**src/rtl/alu_pkg.sv**
```systemverilog
// -----------------------------------------------------------------------------
// alu_pkg
// Shared definitions for the ALU execute-to-memory result stage:
//   - rstatus exception codes carried alongside each ALU op
//   - state encoding of the result-stage skid buffer
//   - entry record {result, rd, wen} at the default datapath width
// -----------------------------------------------------------------------------
package alu_pkg;

    localparam int unsigned ALU_WIDTH = 32;
    localparam int unsigned RD_W      = 5;

    // rstatus codes; EXC_NONE marks an op that can never raise
    localparam logic [2:0] EXC_NONE = 3'd0;
    localparam logic [2:0] EXC_ADD  = 3'd1;
    localparam logic [2:0] EXC_ADDI = 3'd2;
    localparam logic [2:0] EXC_SUB  = 3'd3;
    localparam logic [2:0] EXC_MUL  = 3'd4;
    localparam logic [2:0] EXC_DIV  = 3'd5;

    typedef enum logic [1:0] {
        ST_EMPTY = 2'd0,
        ST_ONE   = 2'd1,
        ST_TWO   = 2'd2
    } stage_state_t;

    typedef struct packed {
        logic [ALU_WIDTH-1:0] result;
        logic [RD_W-1:0]      rd;
        logic                 wen;
    } alu_entry_t;

endpackage

```
**src/rtl/alu_stage_skid.sv**
```systemverilog
// -----------------------------------------------------------------------------
// alu_stage_skid
// Two-entry skid buffer (head + skid) with a three-state occupancy FSM operating
// on an opaque packed entry. in_ready and out_valid are both registered, so the
// upstream ready never depends combinationally on out_ready.
// Ports:
//   clock, reset (sync, active-low), flush (sync kill of all entries)
//   in_valid/in_ready/in_data     upstream handshake and entry
//   out_valid/out_ready/out_data  downstream handshake and head entry
// -----------------------------------------------------------------------------
module alu_stage_skid
    import alu_pkg::*;
#(
    parameter int unsigned ENTRY_W = 38
) (
    input  logic               clock,
    input  logic               reset,
    input  logic               flush,
    input  logic               in_valid,
    output logic               in_ready,
    input  logic [ENTRY_W-1:0] in_data,
    output logic               out_valid,
    input  logic               out_ready,
    output logic [ENTRY_W-1:0] out_data
);

    stage_state_t       state_r;
    stage_state_t       state_nxt_s;
    logic [ENTRY_W-1:0] head_r;
    logic [ENTRY_W-1:0] head_nxt_s;
    logic [ENTRY_W-1:0] skid_r;
    logic [ENTRY_W-1:0] skid_nxt_s;
    logic               in_ready_r;
    logic               out_valid_r;
    logic               accept_s;
    logic               pop_s;

    assign accept_s  = in_valid && in_ready_r;
    assign pop_s     = out_valid_r && out_ready;
    assign in_ready  = in_ready_r;
    assign out_valid = out_valid_r;
    assign out_data  = head_r;

    // Next-state and next-contents of the head/skid slots; flush overrides everything
    always_comb begin
        state_nxt_s = state_r;
        head_nxt_s  = head_r;
        skid_nxt_s  = skid_r;
        if (flush) begin
            state_nxt_s = ST_EMPTY;
        end else begin
            case (state_r)
                ST_EMPTY: begin
                    if (accept_s) begin
                        head_nxt_s  = in_data;
                        state_nxt_s = ST_ONE;
                    end else begin
                        state_nxt_s = ST_EMPTY;
                    end
                end
                ST_ONE: begin
                    if (accept_s && pop_s) begin
                        head_nxt_s  = in_data;
                        state_nxt_s = ST_ONE;
                    end else if (accept_s) begin
                        skid_nxt_s  = in_data;
                        state_nxt_s = ST_TWO;
                    end else if (pop_s) begin
                        state_nxt_s = ST_EMPTY;
                    end else begin
                        state_nxt_s = ST_ONE;
                    end
                end
                ST_TWO: begin
                    // in_ready is low here, so only a pop can move the FSM
                    if (pop_s) begin
                        head_nxt_s  = skid_r;
                        state_nxt_s = ST_ONE;
                    end else begin
                        state_nxt_s = ST_TWO;
                    end
                end
                default: begin
                    state_nxt_s = ST_EMPTY;
                end
            endcase
        end
    end

    // State, slot and handshake registers; ready/valid decoded from the next state
    always_ff @(posedge clock) begin
        if (!reset) begin
            state_r     <= ST_EMPTY;
            head_r      <= {ENTRY_W{1'b0}};
            skid_r      <= {ENTRY_W{1'b0}};
            in_ready_r  <= 1'b1;
            out_valid_r <= 1'b0;
        end else begin
            state_r     <= state_nxt_s;
            head_r      <= head_nxt_s;
            skid_r      <= skid_nxt_s;
            in_ready_r  <= (state_nxt_s != ST_TWO);
            out_valid_r <= (state_nxt_s != ST_EMPTY);
        end
    end

endmodule

```
**src/rtl/alu_result_stage.sv**
```systemverilog
// -----------------------------------------------------------------------------
// alu_result_stage
// Execute-to-memory boundary stage. Captures the ALU result, destination and
// write enable, rewriting an overflowing op that carries a non-zero rstatus code
// into a write of that code to RSTATUS_REG. Entries leave through a registered
// valid/ready skid buffer (alu_stage_skid).
// Optional feature macro: ALU_STAGE_PERF_EN adds a saturating exc_count of
// accepted rewrite-firing entries (cleared only by reset).
// Ports:
//   clock, reset (sync, active-low), flush (kill buffered entries)
//   in_valid/in_ready, in_result, in_overflow, in_exc_code, in_rd, in_wen
//   out_valid/out_ready, out_result, out_rd, out_wen
//   exc_count (ALU_STAGE_PERF_EN only)
// -----------------------------------------------------------------------------
module alu_result_stage
    import alu_pkg::*;
#(
    parameter int unsigned WIDTH       = ALU_WIDTH,
    parameter int unsigned RSTATUS_REG = 30
`ifdef ALU_STAGE_PERF_EN
    ,parameter int unsigned CNT_W      = 16
`endif
) (
    input  logic             clock,
    input  logic             reset,
    input  logic             flush,
    input  logic             in_valid,
    output logic             in_ready,
    input  logic [WIDTH-1:0] in_result,
    input  logic             in_overflow,
    input  logic [2:0]       in_exc_code,
    input  logic [4:0]       in_rd,
    input  logic             in_wen,
    output logic             out_valid,
    input  logic             out_ready,
    output logic [WIDTH-1:0] out_result,
    output logic [4:0]       out_rd,
    output logic             out_wen
`ifdef ALU_STAGE_PERF_EN
    ,output logic [CNT_W-1:0] exc_count
`endif
);

    localparam int unsigned ENTRY_W = WIDTH + 6;

    logic               fire_s;
    logic [WIDTH-1:0]   cap_result_s;
    logic [4:0]         cap_rd_s;
    logic               cap_wen_s;
    logic [ENTRY_W-1:0] cap_entry_s;
    logic [ENTRY_W-1:0] head_entry_s;

    // Ops whose code is EXC_NONE pass through even when overflow is flagged
    assign fire_s = in_overflow && (in_exc_code != EXC_NONE);

    // Overflow->rstatus rewrite applied on the way into the buffer
    always_comb begin
        cap_result_s = in_result;
        cap_rd_s     = in_rd;
        cap_wen_s    = in_wen;
        if (fire_s) begin
            cap_result_s = {{(WIDTH-3){1'b0}}, in_exc_code};
            cap_rd_s     = 5'(RSTATUS_REG);
            cap_wen_s    = 1'b1;
        end else begin
            cap_result_s = in_result;
            cap_rd_s     = in_rd;
            cap_wen_s    = in_wen;
        end
    end

    assign cap_entry_s = {cap_result_s, cap_rd_s, cap_wen_s};

    alu_stage_skid #(
        .ENTRY_W (ENTRY_W)
    ) u_skid (
        .clock     (clock),
        .reset     (reset),
        .flush     (flush),
        .in_valid  (in_valid),
        .in_ready  (in_ready),
        .in_data   (cap_entry_s),
        .out_valid (out_valid),
        .out_ready (out_ready),
        .out_data  (head_entry_s)
    );

    assign out_result = head_entry_s[ENTRY_W-1:6];
    assign out_rd     = head_entry_s[5:1];
    assign out_wen    = head_entry_s[0];

`ifdef ALU_STAGE_PERF_EN
    logic [CNT_W-1:0] exc_count_r;
    logic             count_s;

    // A flushed same-cycle capture never enters the buffer, so it is not counted
    assign count_s   = in_valid && in_ready && !flush && fire_s;
    assign exc_count = exc_count_r;

    // Saturating exception counter; flush deliberately leaves it untouched
    always_ff @(posedge clock) begin
        if (!reset) begin
            exc_count_r <= {CNT_W{1'b0}};
        end else if (count_s && (exc_count_r != {CNT_W{1'b1}})) begin
            exc_count_r <= exc_count_r + {{(CNT_W-1){1'b0}}, 1'b1};
        end else begin
            exc_count_r <= exc_count_r;
        end
    end
`endif

endmodule

```
**config.mk**
```make
export PLATFORM = sky130hd
export DESIGN_NAME = alu_result_stage
export DESIGN_NICKNAME = d
export VERILOG_FILES = /design/src/rtl/alu_pkg.sv /design/src/rtl/alu_stage_skid.sv /design/src/rtl/alu_result_stage.sv
export SDC_FILE = /design/constraint.sdc
export NUM_CORES = 1
export LEC_CHECK = 0
export CAP_MARGIN = 20
export CORE_MARGIN = 10
export CORE_UTILIZATION = 35
export CTS_CLUSTER_DIAMETER = 50
export DETAILED_ROUTE_END_ITERATION = 12
export GPL_TIMING_DRIVEN = 0
export PLACE_DENSITY = 0.67
export SYNTH_ARGS = -nofsm -noshare
export SYNTH_HDL_FRONTEND = slang
export SYNTH_HIERARCHICAL = 1
export SYNTH_SLANG_ARGS = --single-unit
```
**constraint.sdc**
```tcl
create_clock -name clock -period 2.5 [get_ports clock]
set_clock_uncertainty 0.2 [all_clocks]
set_input_delay 0.375 -clock clock [delete_from_list [all_inputs] [get_ports clock]]
set_output_delay 0.375 -clock clock [all_outputs]
set_load 0.02 [all_outputs]
```
Word level (Yosys, flattened, before mapping)
Index checks and enable logic that the tools add are counted.
- flip-flop bits (word level): 80
- latch bits: 0
- bits in writable memories: 0
- ROM bits: 0
- input port bits: 47
- logic and storage cells: 37
- memories kept: 0
- add/subtract/negate cells: 0
- $mul: 0
- divide/modulo/power cells: 0
- $lt $le $gt $ge: 0
- equal/unequal tests: 6
- shift operators: 0
- mux-type cells: 14
- bitwise operators: 2
- reductions and logical operators: 10
- operator list (operator ; number):
    two-way mux 38 bit ; 3
    case mux 38 bit (3 select lines) ; 1
    two-way mux 32 bit ; 1
    two-way mux 2 bit ; 4
    inequality test 2 x 1 -> 1 bit (second input constant) ; 3
    case mux 2 bit (3 select lines) ; 1
    nonzero test 3 bit ; 2
    two-way mux 5 bit ; 1
    AND reduction 5 bit ; 1
    logical AND 1 bit ; 4
    AND reduction 4 bit ; 1
    two-way mux 1 bit ; 3
    == test 2 x 1 -> 1 bit (second input constant) ; 1
    == test 2 bit (second input constant) ; 1
    logical NOT 2 bit ; 1
    inequality test 2 bit (second input constant) ; 1
    NOT 1 bit ; 2
    nonzero test 2 bit ; 1

Logic depth before layout (Yosys ltp)
- depth after elaboration: 7
- gate-level depth with buffers: 7

Cells and area by module
Netlist, hierarchy kept.
- modules (own cells, without submodules) (module ; instances ; cells each ; area an instance (um2) ; sequential area each (um2)):
    alu_stage_skid ; 1 ; 332 ; 3270.6 ; 1601.5
    alu_result_stage ; 1 ; 45 ; 324.1 ; 0.0

Worst setup path after synthesis
No wires, ideal clock.
- kind: register -> register
- start: register u_skid.in_ready_r, in the netlist u_skid/in_ready
- end: register u_skid.skid_r[35]
- setup time: 0.116 ns
- arrival: 1.533 ns
- required time: 2.184 ns
- path slack: 0.651 ns
- stages on the path, launching flop included: 7
- path buffers: 2
- period minus slack after synthesis: 1.849 ns
- cell sequence: dfxtp_1 -> nand2_1 -> or4_1 -> buf_2 -> buf_2 -> nand2_1 -> a21boi_1
- word-level cells in the longest chain between the ends: 4
- ends and longest elaborated chain (what ; RTL line ; text):
    from (decl) ; alu_stage_skid.sv:33 ; logic in_ready_r;
    from (signal assigned) ; alu_stage_skid.sv:102 ; in_ready_r <= (state_nxt_s != ST_TWO);
    logical AND 1 bit * ; alu_stage_skid.sv:38 ; assign accept_s = in_valid && in_ready_r;
    logical AND 1 bit ; alu_stage_skid.sv:62 ; if (accept_s && pop_s) begin
    NOT 1 bit (no line) ; - ;
    AND reduction 4 bit (no line) * ; - ;
    to (signal assigned) ; alu_stage_skid.sv:95 ; skid_r <= {ENTRY_W{1'b0}};
    to (signal assigned) ; alu_stage_skid.sv:101 ; skid_r <= skid_nxt_s;
    to (decl) ; alu_stage_skid.sv:31 ; logic [ENTRY_W-1:0] skid_r;
Mark *: on every way between the ends. The rest lies on a longest branch, timed or not.
A chain may end at the register's enable or synchronous reset.

Worst setup path after layout
- start: input port in_valid
- end: register u_skid.head_r[0], in the netlist u_skid/out_data[0]
- word-level cells in the longest chain between the ends: 4
- ends and longest elaborated chain (what ; RTL line ; text):
    from (decl) ; alu_result_stage.sv:27 ; input logic in_valid,
    logical AND 1 bit * ; alu_stage_skid.sv:38 ;
    logical AND 1 bit ; alu_stage_skid.sv:62 ;
    inequality test 2 x 1 -> 1 bit (no line) ; - ;
    AND reduction 5 bit (no line) * ; - ;
    to (signal assigned) ; alu_stage_skid.sv:94 ; head_r <= {ENTRY_W{1'b0}};
    to (signal assigned) ; alu_stage_skid.sv:100 ; head_r <= head_nxt_s;
    to (decl) ; alu_stage_skid.sv:29 ; logic [ENTRY_W-1:0] head_r;
Marks and branches as above.

==> flow_summary.toml <==
[logic_synthesis]
synth_cells = 377
mappedNetlistArea_mm2 = 0.003595
synth_compound_gate_area_share_pct = 32.06
synth_seq_cells = 80
synth_top_family_by_area = "compound AO/OA/AOI/OAI gates"
synthAdderAreaFrac_pct = 0.3481
synth_xor_area_share_pct = 0
synth-simple-area-share_pct = 17.58
synth-seq-area-share_pct = 44.55
synth_mux_area_share_pct = 0
synth_cell_types = 31
yosysWarnings = 6
synth.avg_cell_area_um2 = 9.535
synth_nets = 425

[drt]
ant_nets = 0
first_pass_iters = 4
vias = 3153
drc = 0
wl_per_cell_um = 16.78
viasPerCell = 5.152
drt_wl_total_um = 10270
drt_iter0_markers = 161

[clock_tree]
holdBufCountCts = 0
numCtsBuffers = 9
clkSlewWorstSetupHoldPaths_ps = 90
cts_setup_buffers = 0
cts_resized = 0
cts.sinks = 80
cts.path.max_buffers = 2
clk_latency_ps = 350
htreeDepth = 3
cts_tree = "yes"
ctsRootBufferMaster = "clkbuf_8"

[timing]
setup_ws_ps = 359.5
worst_slew_pin_slew_ps = 567.7
fin_crit_ps = 2140
fin_crit_sh_pct = 85.62
setup_violations = 0
rsz0062_at_grt = "no"
hold_viol = 0
slew_headroom_pct = 62.15
report.final.slew_viol_count = 0
fmax_mhz = 467.2
whs_ps = 256.9

[place]
pre_cts_slack_ps = -7.967
portBuffers = 86
numPlacedInstances = 596
post-dp-hpwl_um = 7318
gp_congestion = 0.8948

[worst_setup_path]
slowest_stage = "clkbuf_1"
worst_path_largest_cell_delay_ps = 470
critPathArrivalTime_ps = 2240
cp_max_fo = 10
reg2reg_setup_slack_ps = 460
critical_path_required_ps = 2600
critPathLaunchType = "primary input"
path_class = "in -> reg"
end_kind = "flop"
rr_worst_depth = 5
cp_cell_sequence = "clkdlybuf4s50_1, a21oi_1, a211o_1, buf_2, clkbuf_1, o221a_1"

[flow_run]
max-cap-violations = 0

[die]
ioPinCount = 87
die_area_mm2 = 0.01472
fp.coreArea_mm2 = 0.009910
die_w_um = 121.3
die-height_um = 121.3
start_util_pct = 36.28
rows = 36

[global_route]
gr-usage-all-layers_pct = 13.65
grt_pass1_wl_um = 16170
grt_util_met3_pct = 3.862
grt_use_met2_pct = 21.58
grt_max_degree = 15
overflow = 0
grt_pass1_vias = 3105
busiest_layer = "met2"
antenna_found_initial = 0
met1_usage_pct = 17.09

[worst_hold_path]
hp-class = "reg -> reg"
holdPathStages = 2

[cells_and_area]
synthToLayoutAreaGrowth_pct = 34.56
regArea_mm2 = 0.001602
final_core_util_pct = 48.81
layout.nets = 522
multiInputGateArea_mm2 = 0.001797
n_fill_cell = 949
n_antenna_cell = 0
fin_cells = 612
drive_gt1_share_pct = 14.82

[power_and_ir_drop]
vdd_drop_max_mv = 0.2256
p_leak_nw = 1.711
p_per_area_mw_per_mm2 = 590.6

[status]
outcome = "finished, final reports clean"
==> cell families after synthesis <==
| logic type | Yosys count |
|---|---|
| AOI/OAI and AO/OA | 128 |
| adders and majority gates | 1 |
| buffers and inverters | 38 |
| DFF | 80 |
| and+or+nand+nor | 130 |
==> cells in the mapped netlist <==
library cell / instances / share of area (%)
or2b_1: 5 / 1.0
ha_1: 1 / 0.35
clkbuf_1: 16 / 1.7
o21ai_0: 3 / 0.42
a21boi_0: 18 / 3.8
dfxtp_1: 80 / 45
or4_1: 1 / 0.21
buf_4: 2 / 0.42
a22o_1: 2 / 0.49
buf_2: 10 / 1.4
o22a_1: 38 / 9.3
a211o_1: 1 / 0.24
nor2_1: 5 / 0.52
o221a_1: 21 / 6.6
nand2_1: 80 / 8.4
o221a_2: 17 / 5.3
buf_1: 1 / 0.10
and2_1: 15 / 2.6
nand2b_1: 3 / 0.52
nor4_1: 1 / 0.17
a22o_2: 1 / 0.28
inv_1: 2 / 0.21
clkbuf_2: 3 / 0.42
o31ai_4: 1 / 0.59
and2_2: 16 / 3.3
nor2b_1: 1 / 0.17
nand3b_1: 3 / 0.63
a21oi_2: 1 / 0.24
buf_6: 4 / 1.3
a21oi_1: 5 / 0.70
a21boi_1: 20 / 4.2
==> state kept, by name, indices dropped and copies added, names as in the netlist <==
register / flops
u_skid/out_data: 38
u_skid/in_ready: 1
u_skid/skid_r: 38
u_skid/out_valid: 1
u_skid/state_r: 2
==> metrics by stage <==
| stage | area [um2] | TNS [ps] | power, mW |
|---|---|---|---|
| floorplan | 3595 | 0 | 1.647 |
| global placement | 4622 | 0 | 1.873 |
| detailed placement | 4622 | -7.967 | 1.878 |
| CTS | 4837 | 0 | 2.885 |
| global route | 4837 | 0 | 2.974 |
| finish | 4837 | 0 | 2.857 |
==> worst max-delay path: cells and delay by family <==
family	cells	cell delay [ps]
buffers and inverters	3	1190
AOI/OAI and AO/OA	3	690
==> path summary, 6_finish.rpt <==
kind | start | to
min | u_skid/skid_r[33]$_SDFFE_PN0P_ | u_skid/skid_r[33]$_SDFFE_PN0P_
min reg2reg | u_skid/skid_r[33]$_SDFFE_PN0P_ | u_skid/skid_r[33]$_SDFFE_PN0P_
max reg2reg | u_skid/state_r[1]$_SDFF_PN0_ | u_skid/out_data[0]$_SDFFE_PN0P_
max | in_valid | u_skid/out_data[0]$_SDFFE_PN0P_
==> cell type report <==
type / count / share of cell area [%]
repair buffers: 86 / 17.80
plain buffers: 36 / 3.906
well taps: 133 / 3.440
flip-flops and latches: 80 / 33.11
clock buffers: 11 / 3.130
multi-input cells: 259 / 37.14
clock inverters: 5 / 1.319
inverters: 2 / 0.1552
==> routing by layer <==
layer,vias up,wire length (um)
met1,1508,4676
met3,13,675
li1,1559,-
met4,0,164
met2,73,4753
met5,-,0
==> report_power, final <==
part / total [mW] / leakage (nW) / internal, mW / switching (mW)
clock: 1.01 / 0.106 / 0.523 / 0.489
combinational: 0.488 / 0.953 / 0.268 / 0.220
sequential: 1.36 / 0.652 / 1.33 / 0.0305
==> cell usage in the layout, fill, tap and decap left out, types with 2 or more instances in the layout <==
cell	instances
inv_1	2
clkdlybuf4s50_1	86
nand2b_1	3
dfxtp_1	80
clkinv_4	2
o221a_2	17
clkbuf_2	3
a21boi_1	20
and2_1	15
clkbuf_8	11
and2_2	16
o22a_1	38
or2b_1	5
nand2_1	80
o221a_1	21
nor2_1	5
a21boi_0	18
buf_2	10
buf_6	4
o21ai_0	3
buf_4	2
a22o_1	2
clkbuf_1	16
a21oi_1	5
nand3b_1	3
(Power assumes the default switching activity.)
